`src/rtl/player_compositor_if.sv`:
```
// Pixel-rate signal bundle between the playfield/CPU side and the player compositor.
// All CPU-side values arrive already synchronised to the pixel clock.
interface player_compositor_if;
  logic       in_image;
  logic [9:0] pos_x;
  logic       line_start;
  logic       pf_fg;
  logic [6:0] color_fg, color_bg, color_p0, color_p1;
  logic       pf_priority;
  logic [7:0] grp0_data, grp1_data;
  logic       grp0_load, grp1_load;
  logic [9:0] posp0_data, posp1_data;
  logic       posp0_load, posp1_load;
  logic       refp0, refp1;
  logic       collision_clear;
  logic [6:0] color;
  logic [2:0] collisions;

  modport master (
    output in_image, pos_x, line_start, pf_fg,
           color_fg, color_bg, color_p0, color_p1, pf_priority,
           grp0_data, grp1_data, grp0_load, grp1_load,
           posp0_data, posp1_data, posp0_load, posp1_load,
           refp0, refp1, collision_clear,
    input  color, collisions
  );

  modport slave (
    input  in_image, pos_x, line_start, pf_fg,
           color_fg, color_bg, color_p0, color_p1, pf_priority,
           grp0_data, grp1_data, grp0_load, grp1_load,
           posp0_data, posp1_data, posp0_load, posp1_load,
           refp0, refp1, collision_clear,
    output color, collisions
  );
endinterface

```
`src/rtl/player_compositor.sv`:
```
// Adds two 8-bit player sprites to the playfield pixel stream, resolves priority
// and latches sticky collision flags. Sprite registers are double-buffered per line.

module player_sprite #(
  parameter int PIXEL_SCALE = 4,
  parameter int IMAGE_WIDTH = 720
) (
  input  logic       clk,
  input  logic       reset,
  input  logic       line_start_i,
  input  logic [7:0] grp_data_i,
  input  logic       grp_load_i,
  input  logic [9:0] pos_data_i,
  input  logic       pos_load_i,
  input  logic       refp_i,
  input  logic [9:0] pos_x_i,
  output logic       hit_o
);
  localparam int          SHIFT = $clog2(PIXEL_SCALE);
  localparam logic [10:0] SPAN  = 11'(8 * PIXEL_SCALE);
  localparam logic [10:0] IW    = 11'(IMAGE_WIDTH);

  logic [7:0]  grp_sh_q, grp_sh_d, grp_act_q, grp_act_d;
  logic [9:0]  pos_sh_q, pos_sh_d, pos_act_q, pos_act_d;
  logic [10:0] d;
  logic [2:0]  idx;
  logic        in_span;

  // The shadow next-state feeds the commit so a load on line_start lands this line.
  always_comb begin
    grp_sh_d  = grp_load_i   ? grp_data_i : grp_sh_q;
    pos_sh_d  = pos_load_i   ? pos_data_i : pos_sh_q;
    grp_act_d = line_start_i ? grp_sh_d   : grp_act_q;
    pos_act_d = line_start_i ? pos_sh_d   : pos_act_q;
  end

  always_ff @(posedge clk or posedge reset) begin
    if (reset) begin
      grp_sh_q  <= '0;
      pos_sh_q  <= '0;
      grp_act_q <= '0;
      pos_act_q <= '0;
    end else begin
      grp_sh_q  <= grp_sh_d;
      pos_sh_q  <= pos_sh_d;
      grp_act_q <= grp_act_d;
      pos_act_q <= pos_act_d;
    end
  end

  always_comb begin
    d       = {1'b0, pos_x_i} - {1'b0, pos_act_q};
    in_span = (pos_x_i >= pos_act_q) && (d < SPAN) && ({1'b0, pos_act_q} < IW);
    idx     = 3'(d >> SHIFT);
    hit_o   = in_span && (refp_i ? grp_act_q[idx] : grp_act_q[3'd7 - idx]);
  end
endmodule

module player_compositor #(
  parameter int PIXEL_SCALE = 4,
  parameter int IMAGE_WIDTH = 720
) (
  input logic              clk,
  input logic              reset,
  player_compositor_if.slave bus
);
  localparam int NUM_P = 2;

  if (!(PIXEL_SCALE == 1 || PIXEL_SCALE == 2 || PIXEL_SCALE == 4 || PIXEL_SCALE == 8))
  begin : g_bad_scale
    $error("player_compositor: PIXEL_SCALE must be 1, 2, 4 or 8");
  end

  logic [NUM_P-1:0][7:0] grp_data;
  logic [NUM_P-1:0][9:0] pos_data;
  logic [NUM_P-1:0]      grp_load, pos_load, refp, p_hit;

  assign grp_data = {bus.grp1_data, bus.grp0_data};
  assign pos_data = {bus.posp1_data, bus.posp0_data};
  assign grp_load = {bus.grp1_load, bus.grp0_load};
  assign pos_load = {bus.posp1_load, bus.posp0_load};
  assign refp     = {bus.refp1, bus.refp0};

  for (genvar n = 0; n < NUM_P; n++) begin : g_p
    player_sprite #(.PIXEL_SCALE(PIXEL_SCALE), .IMAGE_WIDTH(IMAGE_WIDTH)) u_sprite (
      .clk         (clk),
      .reset       (reset),
      .line_start_i(bus.line_start),
      .grp_data_i  (grp_data[n]),
      .grp_load_i  (grp_load[n]),
      .pos_data_i  (pos_data[n]),
      .pos_load_i  (pos_load[n]),
      .refp_i      (refp[n]),
      .pos_x_i     (bus.pos_x),
      .hit_o       (p_hit[n])
    );
  end

  logic [6:0] color_q, color_d;
  logic [2:0] coll_q, coll_d, coll_set;

  always_comb begin
    color_d  = '0;
    coll_set = '0;
    if (bus.in_image) begin
      coll_set = {p_hit[0] & p_hit[1], p_hit[1] & bus.pf_fg, p_hit[0] & bus.pf_fg};
      if (bus.pf_priority && bus.pf_fg) color_d = bus.color_fg;
      else if (p_hit[0])                color_d = bus.color_p0;
      else if (p_hit[1])                color_d = bus.color_p1;
      else if (bus.pf_fg)               color_d = bus.color_fg;
      else                              color_d = bus.color_bg;
    end
    // A new hit outranks a simultaneous clear.
    coll_d = (coll_q & ~{3{bus.collision_clear}}) | coll_set;
  end

  always_ff @(posedge clk or posedge reset) begin
    if (reset) begin
      color_q <= '0;
      coll_q  <= '0;
    end else begin
      color_q <= color_d;
      coll_q  <= coll_d;
    end
  end

  assign bus.color      = color_q;
  assign bus.collisions = coll_q;
endmodule

```
`src/flat_wrapper.sv`:
```
// flat-port wrapper written by rule: the top's interface ports become plain ports
module player_compositor_flat 
#(
  parameter int PIXEL_SCALE = 4,
  parameter int IMAGE_WIDTH = 720
)
  (clk, reset, bus_in_image, bus_pos_x, bus_line_start, bus_pf_fg, bus_color_fg, bus_color_bg, bus_color_p0, bus_color_p1, bus_pf_priority, bus_grp0_data, bus_grp1_data, bus_grp0_load, bus_grp1_load, bus_posp0_data, bus_posp1_data, bus_posp0_load, bus_posp1_load, bus_refp0, bus_refp1, bus_collision_clear, bus_color, bus_collisions);
  player_compositor_if bus_i ();
  input logic clk;
  input logic reset;
  input wire logic [$bits(bus_i.in_image)-1:0] bus_in_image;
  input wire logic [$bits(bus_i.pos_x)-1:0] bus_pos_x;
  input wire logic [$bits(bus_i.line_start)-1:0] bus_line_start;
  input wire logic [$bits(bus_i.pf_fg)-1:0] bus_pf_fg;
  input wire logic [$bits(bus_i.color_fg)-1:0] bus_color_fg;
  input wire logic [$bits(bus_i.color_bg)-1:0] bus_color_bg;
  input wire logic [$bits(bus_i.color_p0)-1:0] bus_color_p0;
  input wire logic [$bits(bus_i.color_p1)-1:0] bus_color_p1;
  input wire logic [$bits(bus_i.pf_priority)-1:0] bus_pf_priority;
  input wire logic [$bits(bus_i.grp0_data)-1:0] bus_grp0_data;
  input wire logic [$bits(bus_i.grp1_data)-1:0] bus_grp1_data;
  input wire logic [$bits(bus_i.grp0_load)-1:0] bus_grp0_load;
  input wire logic [$bits(bus_i.grp1_load)-1:0] bus_grp1_load;
  input wire logic [$bits(bus_i.posp0_data)-1:0] bus_posp0_data;
  input wire logic [$bits(bus_i.posp1_data)-1:0] bus_posp1_data;
  input wire logic [$bits(bus_i.posp0_load)-1:0] bus_posp0_load;
  input wire logic [$bits(bus_i.posp1_load)-1:0] bus_posp1_load;
  input wire logic [$bits(bus_i.refp0)-1:0] bus_refp0;
  input wire logic [$bits(bus_i.refp1)-1:0] bus_refp1;
  input wire logic [$bits(bus_i.collision_clear)-1:0] bus_collision_clear;
  output wire logic [$bits(bus_i.color)-1:0] bus_color;
  output wire logic [$bits(bus_i.collisions)-1:0] bus_collisions;
  assign bus_i.in_image = bus_in_image;
  assign bus_i.pos_x = bus_pos_x;
  assign bus_i.line_start = bus_line_start;
  assign bus_i.pf_fg = bus_pf_fg;
  assign bus_i.color_fg = bus_color_fg;
  assign bus_i.color_bg = bus_color_bg;
  assign bus_i.color_p0 = bus_color_p0;
  assign bus_i.color_p1 = bus_color_p1;
  assign bus_i.pf_priority = bus_pf_priority;
  assign bus_i.grp0_data = bus_grp0_data;
  assign bus_i.grp1_data = bus_grp1_data;
  assign bus_i.grp0_load = bus_grp0_load;
  assign bus_i.grp1_load = bus_grp1_load;
  assign bus_i.posp0_data = bus_posp0_data;
  assign bus_i.posp1_data = bus_posp1_data;
  assign bus_i.posp0_load = bus_posp0_load;
  assign bus_i.posp1_load = bus_posp1_load;
  assign bus_i.refp0 = bus_refp0;
  assign bus_i.refp1 = bus_refp1;
  assign bus_i.collision_clear = bus_collision_clear;
  assign bus_color = bus_i.color;
  assign bus_collisions = bus_i.collisions;
  player_compositor #(.PIXEL_SCALE(PIXEL_SCALE), .IMAGE_WIDTH(IMAGE_WIDTH)) u_core (.clk(clk), .reset(reset), .bus(bus_i));
endmodule
```
`config.mk`:
```
export PLATFORM = sky130hd
export DESIGN_NAME = player_compositor_flat
export DESIGN_NICKNAME = d
export VERILOG_FILES = /design/src/rtl/player_compositor_if.sv /design/src/rtl/player_compositor.sv /design/src/flat_wrapper.sv
export SDC_FILE = /design/constraint.sdc
export NUM_CORES = 1
export LEC_CHECK = 0
export CORE_ASPECT_RATIO = 2
export CORE_MARGIN = 5
export CORE_UTILIZATION = 35
export CTS_CLUSTER_DIAMETER = 200
export DETAILED_ROUTE_END_ITERATION = 8
export PLACE_DENSITY = 0.57
export SKIP_CTS_REPAIR_TIMING = 1
export SYNTH_ARGS = -nofsm -noshare
export SYNTH_HDL_FRONTEND = slang
export SYNTH_SLANG_ARGS = --single-unit
```
`constraint.sdc`:
```
create_clock -name clk -period 3.05 [get_ports clk]
set_clock_uncertainty 0.15 [all_clocks]
set_input_delay 0.61 -clock clk [delete_from_list [all_inputs] [get_ports clk]]
set_output_delay 0.61 -clock clk [all_outputs]
set_load 0.05 [all_outputs]
```
==> Word level (Yosys, flattened, before mapping) <==
Cells that the tools add are included.
{ "word_totals": {"ff_bits": 82, "output_inout_bits": 10} }
{ "op_classes": {"bitwise_logic": 6, "n_mux": 20, "n_addsub": 4, "order_cmp": 10, "n_reduce_logical": 7} }
{ "op_table": {"columns": ["operator", "count"], "rows": [
  ["$mux W7", 5],
  ["$lt A11 B6 Y1 const B", 2],
  ["$sub A10 B10 Y11", 2],
  ["$ge A10 B10 Y1", 2],
  ["$lt A10 B10 Y1 const B", 2],
  ["$mux W10", 2],
  ["$lt A3 B4 Y1 const B", 4],
  ["$mux W8", 2],
  ["$bmux W1 S3", 4],
  ["$logic_and A1 B1 Y1", 7],
  ["$mux W1", 6],
  ["$sub A3 B3 Y3 const A", 2],
  ["$and A1 B1 Y1", 3],
  ["$and A3 B3 Y3", 1],
  ["$mux W3", 1],
  ["$not A3 Y3", 1],
  ["$or A3 B3 Y3", 1]
]} }

==> Longest topological paths before layout <==
{ "depth": {"ltp_word": 10, "depth_mapped": 11, "depth_no_buf": 10} }

==> By module <==
From an unflattened synthesis, not the netlist that was laid out.
{ "hier_totals": {"cells_unflattened": 476, "hier_area_um2": 4909.7} }
{ "modules_own_cells": {"columns": ["mod", "cells_each", "instances", "seq_area_each_um2", "area_each_um2"], "rows": [
  ["player_sprite (u_core.g_p[1].u_sprite)", 214, 1, 900.9, 2179.6],
  ["player_sprite (u_core.g_p[0].u_sprite)", 193, 1, 900.9, 2015.7],
  ["player_compositor", 69, 1, 250.2, 714.4]
]} }

==> Least setup slack after synthesis <==
OpenSTA, ideal clock, no wires.
{ "synth_timing": {"path_type": "input to register", "start": "input bus_pos_x[1]", "end": "register u_core.color_q[0] (netlist: u_core.bus.color[0])", "setup_slack_ns": -0.276, "arrival_ns": 3.051, "required_time_ns": 2.775, "cell_stages": 10, "setup_time_ns": 0.125, "path_cell_list": "ha_1 > nor2b_4 > buf_6 > o2111a_2 > or4_4 > a2111oi_4 > o311ai_1 > nor4b_4 > or2b_4 > o21ai_2"} }
{ "synth_between": {"elab_chain_len": 10} }
{ "synth_lines": {"columns": ["element", "line_no", "source"], "rows": [
  ["start: declaration", "flat_wrapper.sv:12", "input wire logic [$bits(bus_i.pos_x)-1:0] bus_pos_x;"],
  ["$sub A10 B10 Y11", "player_compositor.sv:52", "d = {1'b0, pos_x_i} - {1'b0, pos_act_q};"],
  ["$sub A3 B3 Y3", "player_compositor.sv:55", "hit_o = in_span && (refp_i ? grp_act_q[idx] : grp_act_q[3'd7 - idx]);"],
  ["$bmux W1 S3", "player_compositor.sv:55", null],
  ["$mux W1 (not written as such)", "player_compositor.sv:55", null],
  ["$mux W1", "player_compositor.sv:55", null],
  ["$logic_and A1 B1 Y1", "player_compositor.sv:55", null],
  ["$mux W7", "player_compositor.sv:109", "else if (p_hit[1]) color_d = bus.color_p1;"],
  ["$mux W7 *", "player_compositor.sv:108", "else if (p_hit[0]) color_d = bus.color_p0;"],
  ["$mux W7 *", "player_compositor.sv:107", "if (bus.pf_priority && bus.pf_fg) color_d = bus.color_fg;"],
  ["$mux W7 *", "player_compositor.sv:105", "if (bus.in_image) begin"],
  ["named net u_core.color_d[0]", "player_compositor.sv:99", "logic [6:0] color_q, color_d;"],
  ["end signal: assignment", "player_compositor.sv:122", "color_q <= color_d;"],
  ["end: declaration", "player_compositor.sv:99", null]
]} }
The timed path passes the listed nets; every way through them passes the cells marked *. The select of a mux whose other input is x is not followed.
A chain may end at the register's enable or synchronous reset.

==> Worst setup path in the final report <==
{ "layout_timing": {"start": "input bus_pos_x[5]", "end": "register u_core.color_q[6] (netlist: u_core.bus.color[6])"} }
{ "layout_between": {"elab_chain_len": 9} }
{ "layout_lines": {"columns": ["element", "line_no", "source"], "rows": [
  ["$sub A10 B10 Y11", "player_compositor.sv:52", null],
  ["$lt A11 B6 Y1", "player_compositor.sv:53", "in_span = (pos_x_i >= pos_act_q) && (d < SPAN) && ({1'b0, pos_act_q} < IW);"],
  ["$logic_and A1 B1 Y1 (2 in series)", "player_compositor.sv:53", null],
  ["$logic_and A1 B1 Y1", "player_compositor.sv:55", null],
  ["$mux W7", "player_compositor.sv:109", null],
  ["$mux W7 *", "player_compositor.sv:108", null],
  ["$mux W7 *", "player_compositor.sv:107", null],
  ["$mux W7 *", "player_compositor.sv:105", null],
  ["named net u_core.color_d[6]", "player_compositor.sv:99", null]
]} }
The timed path passes the listed nets; every way through them passes the cells marked *.

==> run metrics <==
gr ovfl total 0; synthesized instance count 425; nets@finish between 600 and 700; final WL around 11000 um; CTS root buf clkbuf_16; post-layout power 3.58 mW; post-layout util 0.508; top-count cell post-synth dfrtp_1; period utilization 0.975; Die Y-Extent 174 um; critical path launch point type input port; post-synthesis sequential area ratio 0.438; Max Slew Vio Count 0; final hold violations 0; wire per inst ~16 um; Max Fclk 336 MHz; crit path DAT 3.04 ns; GRT busiest layer met2; Antenna diodes 0; DR iter-0 viols 68; critical path required time around 3.1 ns; HP Class input port to asynchronous set/reset pin; cell taking the most area after synthesis dfrtp_1; FP Rows 60; LEAKAGE 2.94 nW; met1 usage 0.167; # IOs 97; port buffer count 96; power per cell area 531 mW/mm^2; vias in the first global route a little under 4000; worst setup margin 0.0773 ns; GR Util met3 0.0291; # DRC 0; CTS max path bufs 2; worst-margin pin slew 0.636 ns; area of the core roughly 0.013 sq mm; Final Setup Violations 0; critical path class input port to flop; GRT Total Usage 0.144; die area 0.0160 sq mm; CTS tree built; synth top area cells dfrtp_1, mux2_2, mux2i_1; TritonRoute pass-1 iters 4; status completed; setup TNS 0 ns; clk_lat worst skew roughly 0.33 ns; Synthesized Nets approximately 530; Post-synth EDFFs 0; Num CTS Buffers 9; synthesized area per cell 11.0 sq um; flops & latches, synth 82; HPWL Detailed 8730 um; post-synth top area share 0.438; Yosys Warn Count 0; Synth Flop Type dfrtp_1; fraction of layout cells with a size suffix above 1 0.333; # H-tree levels 3; CP Capture Type flop; largest net degree at the start of global routing 47; first-pass GRT wire length 18700 um; Layout area overhead 44.0%; Die Wd 91.8 um; Place WS -0.922 ns; synth unique cells 58; clock slew at reported path FFs around 0.060 ns; synth cell count leaders dfrtp_1, mux2_2, inv_1; Max rail drop VDD 0.000327 V; hold slack 0.331 ns; total clock sinks 82; Vias 3670; Final min period approximately 3.0 ns; Initial Utilization 0.353; initial antenna violation count 0; vias per inst a little over 5; antenna-violating nets left 0; met2 usage 0.261; synthesized area approximately 0.0047 sq mm; Slew HR 0.576; RePlAce Congestion around 0.85; max-cap violations 0; crit path max fanout 8; Post-synth ARST share 1.00
[worst max-delay path: stages]
cell            delay [ns]
dlymetal6s2s_1        0.18
ha_4                  0.23
or2_2                 0.28
a21oi_2               0.16
a311oi_2              0.08
or4_4                 0.45
a2111oi_4             0.46
o31ai_4               0.25
mux2i_1               0.24
o21ai_2               0.08
[where the power goes]
part | internal [mW] | leakage [nW] | switching (mW) | total (mW)
registers | 1.21 | 0.985 | 0.0609 | 1.27
logic | 0.630 | 1.80 | 0.546 | 1.18
clock network | 0.729 | 0.151 | 0.412 | 1.14
total | 2.57 | 2.94 | 1.02 | 3.58
[stage by stage]
step	instances	area (sq um)
6_report	725	6750
5_1_grt	725	6750
4_1_cts	724	6490
3_3_place_gp	710	6180
3_5_place_dp	710	6180
2_1_floorplan	425	4710
[layer usage]
metal | wire (um) | share of wire | vias to the layer above
li1 | - | - | 1833
met1 | 4560 | 0.40 | 1762
met2 | 6060 | 0.54 | 64
met3 | 499 | 0.044 | 11
met4 | 201 | 0.018 | 0
met5 | 0 | 0 | -
[logic make-up after synthesis]
logic type	count (synthesis)	share of synthesized area
muxes	91	0.212
adders and majority gates	20	0.0534
AOI/OAI and AO/OA	97	0.151
xor gates and xnor gates	7	0.0147
DFF	82	0.438
and+or+nand+nor	78	0.0889
buffers and inverters	50	0.0424
[registers in the layout (all words and copies together), names as in the netlist]
register                       cells
u_core.g_p.u_sprite.pos_act_q     20
u_core.g_p.u_sprite.pos_sh_q      20
u_core.g_p.u_sprite.grp_act_q     16
u_core.g_p.u_sprite.grp_sh_q      16
u_core.bus.color                   7
u_core.bus.collisions              3
[final cells by class]
class	count	area, sq um
clock buffers	11	243
clock inverters	3	65.1
fillers	1200	6540
inverters	32	121
multi-input cells	293	2690
flip-flops and latches	82	2050
well taps	155	194
repair buffers	149	1380
[path summary, 6_finish.rpt]
path                                                           from                                  end  slack [ns]  cells after the start
worst max-delay path                                   bus_pos_x[5]                  u_core.bus.color[6]        0.08                     10
worst min-delay path                                          reset  u_core.g_p[1].u_sprite.grp_act_q[5]        0.33                      2
worst max register to register  u_core.g_p[1].u_sprite.pos_act_q[1]                  u_core.bus.color[6]        0.11                     10
worst min register to register   u_core.g_p[0].u_sprite.grp_sh_q[2]   u_core.g_p[0].u_sprite.grp_sh_q[2]        0.34                      1
max in group asynchronous                                     reset  u_core.g_p[1].u_sprite.pos_act_q[9]        1.81                      3
min in group clk                 u_core.g_p[0].u_sprite.grp_sh_q[2]   u_core.g_p[0].u_sprite.grp_sh_q[2]        0.34                      1
[layout by cell type (no fill, tap or decap), types with 5 or more instances in the layout]
master / Yosys / layout
clkdlybuf4s50_1: 0 / 87
dfrtp_1: 82 / 82
mux2_2: 65 / 65
buf_4: 0 / 50
nand2_1: 31 / 31
o21ai_0: 29 / 29
inv_1: 32 / 26
mux2i_1: 26 / 24
ha_4: 0 / 9
ha_1: 20 / 9
clkbuf_16: 0 / 9
nor2_1: 9 / 8
nand3_1: 8 / 8
a21oi_1: 11 / 7
o21ai_2: 7 / 7
o211ai_1: 6 / 6
dlymetal6s2s_1: 0 / 6
inv_2: 0 / 5
a211oi_1: 6 / 5
No activity file was read; power rests on OpenSTA's default activity.
